===== src/rtl/axis_serializer_pkg.sv =====
// Shared helpers for the AXI-stream width converters.
// Only the index-sizing function is needed by the serializer.
package axis_serializer_pkg;

  // Ceiling log2, never below 1 so a 1-bit index always exists.
  function automatic int clog2(input int value);
    int r;
    int v;
    r = 0;
    v = value - 1;
    while (v > 0) begin
      r++;
      v = v >> 1;
    end
    return (r < 1) ? 1 : r;
  endfunction

endpackage


===== src/rtl/axis_serializer.sv =====
// Wide-to-narrow AXI-stream serializer: splits each up word into DATA_NB slices.
// Define AXIS_SERIALIZER_MSB_FIRST_EN to emit slices MSB-first (default LSB-first).
module axis_serializer
  import axis_serializer_pkg::*;
#(
  parameter int DATA_NB    = 2,
  parameter int DATA_WIDTH = 8
) (
  input  logic                          clk,
  input  logic                          rst,
  output logic                          up_ready,
  input  logic                          up_valid,
  input  logic [DATA_WIDTH*DATA_NB-1:0] up_data,
  input  logic                          up_last,
  input  logic                          down_ready,
  output logic                          down_valid,
  output logic [DATA_WIDTH-1:0]         down_data,
  output logic                          down_last
);

  localparam int WORD_W = DATA_WIDTH * DATA_NB;
  localparam int IDX_W  = clog2(DATA_NB);
  localparam logic [IDX_W-1:0] IDX_LAST = IDX_W'(DATA_NB - 1);

  typedef enum logic [0:0] {
    EMPTY = 1'b0,
    SHIFT = 1'b1
  } state_e;

  state_e                  state_q, state_d;
  logic [IDX_W-1:0]        idx_q, idx_d;
  logic [WORD_W-1:0]       word_q, word_d;
  logic                    last_q, last_d;
  logic [DATA_WIDTH-1:0]   down_data_q, down_data_d;
  logic                    down_last_q, down_last_d;
  logic                    down_valid_q;

  logic                    up_hs;
  logic                    down_hs;
  logic                    idx_is_last;
  logic [IDX_W-1:0]        idx_nxt;

  function automatic logic [DATA_WIDTH-1:0] slice_of(input logic [WORD_W-1:0] w,
                                                      input logic [IDX_W-1:0]  k);
    int pos;
`ifdef AXIS_SERIALIZER_MSB_FIRST_EN
    pos = DATA_NB - 1 - int'(k);
`else
    pos = int'(k);
`endif
    return w[pos*DATA_WIDTH +: DATA_WIDTH];
  endfunction

  assign idx_is_last = (idx_q == IDX_LAST);
  assign idx_nxt     = idx_q + 1'b1;

  // Ready is combinational so the final slice and the next word overlap without a bubble.
  assign up_ready = !rst && ((state_q == EMPTY) || (idx_is_last && down_ready));
  assign up_hs    = up_valid && up_ready;
  assign down_hs  = down_valid_q && down_ready;

  always_comb begin
    state_d     = state_q;
    idx_d       = idx_q;
    word_d      = word_q;
    last_d      = last_q;
    down_data_d = down_data_q;
    down_last_d = down_last_q;
    case (state_q)
      EMPTY: begin
        if (up_hs) begin
          state_d     = SHIFT;
          idx_d       = '0;
          word_d      = up_data;
          last_d      = up_last;
          down_data_d = slice_of(up_data, '0);
          down_last_d = 1'b0;
        end
      end
      SHIFT: begin
        if (down_hs) begin
          if (!idx_is_last) begin
            idx_d       = idx_nxt;
            down_data_d = slice_of(word_q, idx_nxt);
            down_last_d = last_q && (idx_nxt == IDX_LAST);
          end else if (up_hs) begin
            idx_d       = '0;
            word_d      = up_data;
            last_d      = up_last;
            down_data_d = slice_of(up_data, '0);
            down_last_d = 1'b0;
          end else begin
            state_d     = EMPTY;
            down_last_d = 1'b0;
          end
        end
      end
      default: begin
        state_d     = EMPTY;
        down_last_d = 1'b0;
      end
    endcase
  end

  // Control registers: reset discards any partially emitted word.
  always_ff @(posedge clk) begin
    if (rst) begin
      state_q      <= EMPTY;
      idx_q        <= '0;
      last_q       <= 1'b0;
      down_last_q  <= 1'b0;
      down_valid_q <= 1'b0;
    end else begin
      state_q      <= state_d;
      idx_q        <= idx_d;
      last_q       <= last_d;
      down_last_q  <= down_last_d;
      down_valid_q <= (state_d == SHIFT);
    end
  end

  // Data registers carry no reset; they are qualified by down_valid.
  always_ff @(posedge clk) begin
    word_q      <= word_d;
    down_data_q <= down_data_d;
  end

  assign down_valid = down_valid_q;
  assign down_data  = down_data_q;
  assign down_last  = down_last_q;

endmodule

===== config.mk =====
export PLATFORM = sky130hd
export DESIGN_NAME = axis_serializer
export DESIGN_NICKNAME = d
export VERILOG_FILES = /design/src/rtl/axis_serializer_pkg.sv /design/src/rtl/axis_serializer.sv
export SDC_FILE = /design/constraint.sdc
export NUM_CORES = 1
export LEC_CHECK = 0
export ABC_AREA = 1
export BUFFER_PORTS_ARGS = -buffer_cell sky130_fd_sc_hd__buf_2
export CAP_MARGIN = 15
export CORE_UTILIZATION = 47
export DETAILED_ROUTE_END_ITERATION = 6
export GPL_ROUTABILITY_DRIVEN = 0
export PLACE_DENSITY_LB_ADDON = 0.12
export SYNTH_ARGS = -nofsm -noshare
export SYNTH_HDL_FRONTEND = slang
export SYNTH_SLANG_ARGS = --single-unit

===== constraint.sdc =====
create_clock -name clk -period 1.51 [get_ports clk]
set_input_delay 0.2265 -clock clk [delete_from_list [all_inputs] [get_ports clk]]
set_output_delay 0.2265 -clock clk [all_outputs]
set_load 0.02 [all_outputs]

==> impl_metrics.env <==
export IMPL_synth_warnings=0
export IMPL_p_switching_mw=0.3743
export IMPL_fin_cells=166
export IMPL_dp_cells=162
export IMPL_skew_ns=0.008725
export IMPL_synth_top_cell_by_area="edfxtp_1"
export IMPL_intPower_mw=1.034
export IMPL_antenna_left=0
export IMPL_final_nets=161
export IMPL_cts_sinks=20
export IMPL_portBuffers=31
export IMPL_grt_max_degree=13
export IMPL_worstHoldEndpoint="word_q[12]$_DFFE_PP_"
export IMPL_path_class="reg2out"
export IMPL_tightestPinTransition_ns=0.2864
export IMPL_max_freq_ghz=0.7032
export IMPL_num_vias=788
export IMPL_vias_per_cell=4.747
export IMPL_synth_top_area_frac=0.4987
export IMPL_htreeDepth=1
export IMPL_cts_tree="yes"
export IMPL_synth_yosys_seq_area_share=0.5818
export IMPL_powerDensity_nw_per_um2=1174
export IMPL_crit_path_start_kind="flip-flop"
export IMPL_fp_dieArea_um2=2235
export IMPL_met1Wirelength_um=798
export IMPL_area_delta_synth_final_pct=24.55
export IMPL_hold_path_startpoint="up_data[12]"
export IMPL_comb_power_share=0.200
export IMPL_drcViolationCount=0
export IMPL_synth_ff_type="edfxtp_1"
export IMPL_rsz0062_at_grt="false"
export IMPL_regToRegEndpoint="word_q[13]$_DFFE_PP_"
export IMPL_first_pass_iters=4
export IMPL_coreArea_um2=1942
export IMPL_yosys_top_cells_area="edfxtp_1 (50%), nand2_1 (11%), dfxtp_1 (8.3%), inv_1 (8.2%), nand3_1 (5.2%)"
export IMPL_fin_crit_sh=0.9418
export IMPL_start_util=0.4961
export IMPL_crit_chain="nand2_2 -> nand2_4 -> inv_1 -> nor2_1 -> buf_2"
export IMPL_fillers=174
export IMPL_post_drt_wl_per_cell_um=11.02
export IMPL_p_leak_nw=0.6241
export IMPL_clkLatencyLatePin_ns=0.30
export IMPL_grt_total_usage=0.1783
export IMPL_p_sw_frac=0.2657
export IMPL_final_hold_viol_count=0
export IMPL_report_final_slew_viol_count=0
export IMPL_r2r_start="idx_is_last$_SDFFE_PP0P_"
export IMPL_postCtsSetupRepairBufs=0
export IMPL_cts_buffers_inserted=3
export IMPL_worst_path_max_delay_cell="dfxtp_2"
export IMPL_first_iter_violations=9
export IMPL_die_y_um=47.28
export IMPL_mostFrequentLayoutCells="buf_2 (31), nand2_1 (28), inv_1 (21), edfxtp_1 (16), nand3_1 (10)"
export IMPL_maxCapViolations=0
export IMPL_wl_um=1830
export IMPL_cts_path_max_buffers=2
export IMPL_peakVddDrop_mv=0.7141
export IMPL_period_needed_ns=1.422
export IMPL_diodes=0
export IMPL_slew_headroom=0.8089
export IMPL_worst_slack_ns=0.08793
export IMPL_min_path_type="in2reg"
export IMPL_rows=16
export IMPL_grt_pass1_vias=652
export IMPL_outcome="finished, final reports clean"
export IMPL_dieWidth_um=47.28
export IMPL_wl_met2_um=947
export IMPL_arrival_ns=1.20
export IMPL_ff2ff_setup_slack_ns=0.20
export IMPL_grt_pass1_wl_um=2725
export IMPL_hpwl_um=1439
export IMPL_path_max_fanout=10
export IMPL_syn_area_um2=963.4
export IMPL_io_pins=32
export IMPL_avgSynthCellArea_um2=9.175
export IMPL_ys_async_sr_fraction=0
export IMPL_cts_root_buffer="clkbuf_4"
export IMPL_final_common_cell="buf_2"
export IMPL_clkPwrFrac=0.308
export IMPL_synth_edf_count=16
export IMPL_r2r_cells=4
export IMPL_path_delay_family="flip-flops"
export IMPL_yosys_register_bits=20
export IMPL_antenna_found_initial=0
export IMPL_gr_total_overflow=0
export IMPL_p_seq_frac=0.492
export IMPL_setup_tns_ns=0
export IMPL_synth_nets=126
export IMPL_max_stage_delay_ns=0.39
export IMPL_worstSetupEndpointType="output port"
export IMPL_setup_violations=0
export IMPL_synthDistinctLibCells=19
export IMPL_path_buf_inv=2
export IMPL_top_layer="met4"
export IMPL_syn_inst=105
export IMPL_place_ws_ns=0.1450
export IMPL_worst_hold_path_num_cells=1
export IMPL_clkTransAtPathRegs_ns=0.12
export IMPL_drive_above_1_share=0.3237
export IMPL_required_ns=1.28
export IMPL_met3_length_um=59
==> logic make-up (layout without fill, tap and decap cells) <==
family,count (synthesis),count (layout),share of synthesized area
DFF,20,20,0.5818
and+or+nand+nor,55,55,0.2831
buffers and inverters,26,60,0.1117
AOI/OAI and AO/OA,4,4,0.02336
==> synthesized netlist by cell type (2+ instances only) <==
master / instances
dfxtp_1: 4
edfxtp_1: 16
nor2_1: 4
nand4_1: 8
nand3_1: 10
inv_2: 2
nand2_1: 28
inv_1: 21
buf_2: 2
==> layout make-up <==
cell class                 count  area [µm²]  area share
clock buffer                   3       22.52     0.01877
multi-input combinational     59       295.3      0.2461
tap                           27       33.78     0.02815
timing repair buffer          33       170.2      0.1418
inverter                      23       86.33     0.07195
clock inverter                 1       30.03     0.02503
sequential                    20       561.8      0.4682
==> power by group through the flow <==
stage               clock network (mW)  logic [mW]  registers (mW)
floorplan                            0       0.128           0.760
global placement                     0       0.278           0.701
detailed placement                   0       0.283           0.706
CTS                              0.438       0.285           0.694
global route                     0.452       0.314           0.702
finish                           0.433       0.282           0.693
==> worst max-delay path by stage <==
| stage | from | end | slack (ns) | depth (start not counted) |
|---|---|---|---|---|
| detailed placement | idx_is_last$_SDFFE_PP0P_ | word_q[10]$_DFFE_PP_ | 0.14 | 4 |
| global route | idx_is_last$_SDFFE_PP0P_ | up_ready | 0.02 | 5 |
| floorplan | down_valid$_SDFF_PP0_ | down_data[0]$_DFFE_PN_ | 0.27 | 5 |
| global placement | idx_is_last$_SDFFE_PP0P_ | word_q[8]$_DFFE_PP_ | 0.19 | 4 |
| finish | idx_is_last$_SDFFE_PP0P_ | up_ready | 0.09 | 5 |
| CTS | idx_is_last$_SDFFE_PP0P_ | up_ready | 0.02 | 5 |
==> timing repair <==
action / 4_1_cts / 5_1_grt
hold buffers: 0 / 0
gates resized for setup: 0 / 1
endpoints found under the hold margin: 0 / 0
setup endpoints to repair: 0 / 3
==> metrics by stage <==
step / util / hold WS (ns) / area, µm² / power (mW)
final: 0.6179 / 0.09315 / 1200 / 1.408
after global routing: 0.6179 / 0.07955 / 1200 / 1.468
after CTS: 0.6173 / 0.09001 / 1199 / 1.416
after detailed placement: 0.5902 / 0.4046 / 1146 / 0.9898
after global placement: 0.5902 / 0.4029 / 1146 / 0.9794
after floorplan: - / 0.2989 / 963.4 / 0.8881
==> flip-flops by register name, indices dropped and copies added, names as in the netlist <==
name         flops
down_data        8
down_last        1
down_valid       1
idx_is_last      1
last_q           1
word_q           8
==> worst reg2reg max path, cell delays in order, from the launching register on <==
cell	delay, ns
dfxtp_2	0.39
nand2_2	0.07
nand2_4	0.12
nand3_4	0.14
inv_1	0.27
==> per-layer routing <==
metal / track usage / up-vias
li1: - / 406
met1: 0.2311 / 358
met2: 0.2932 / 20
met3: 0.02308 / 4
met4: 0.08571 / 0
met5: 0 / -
(Power assumes the default switching activity.)
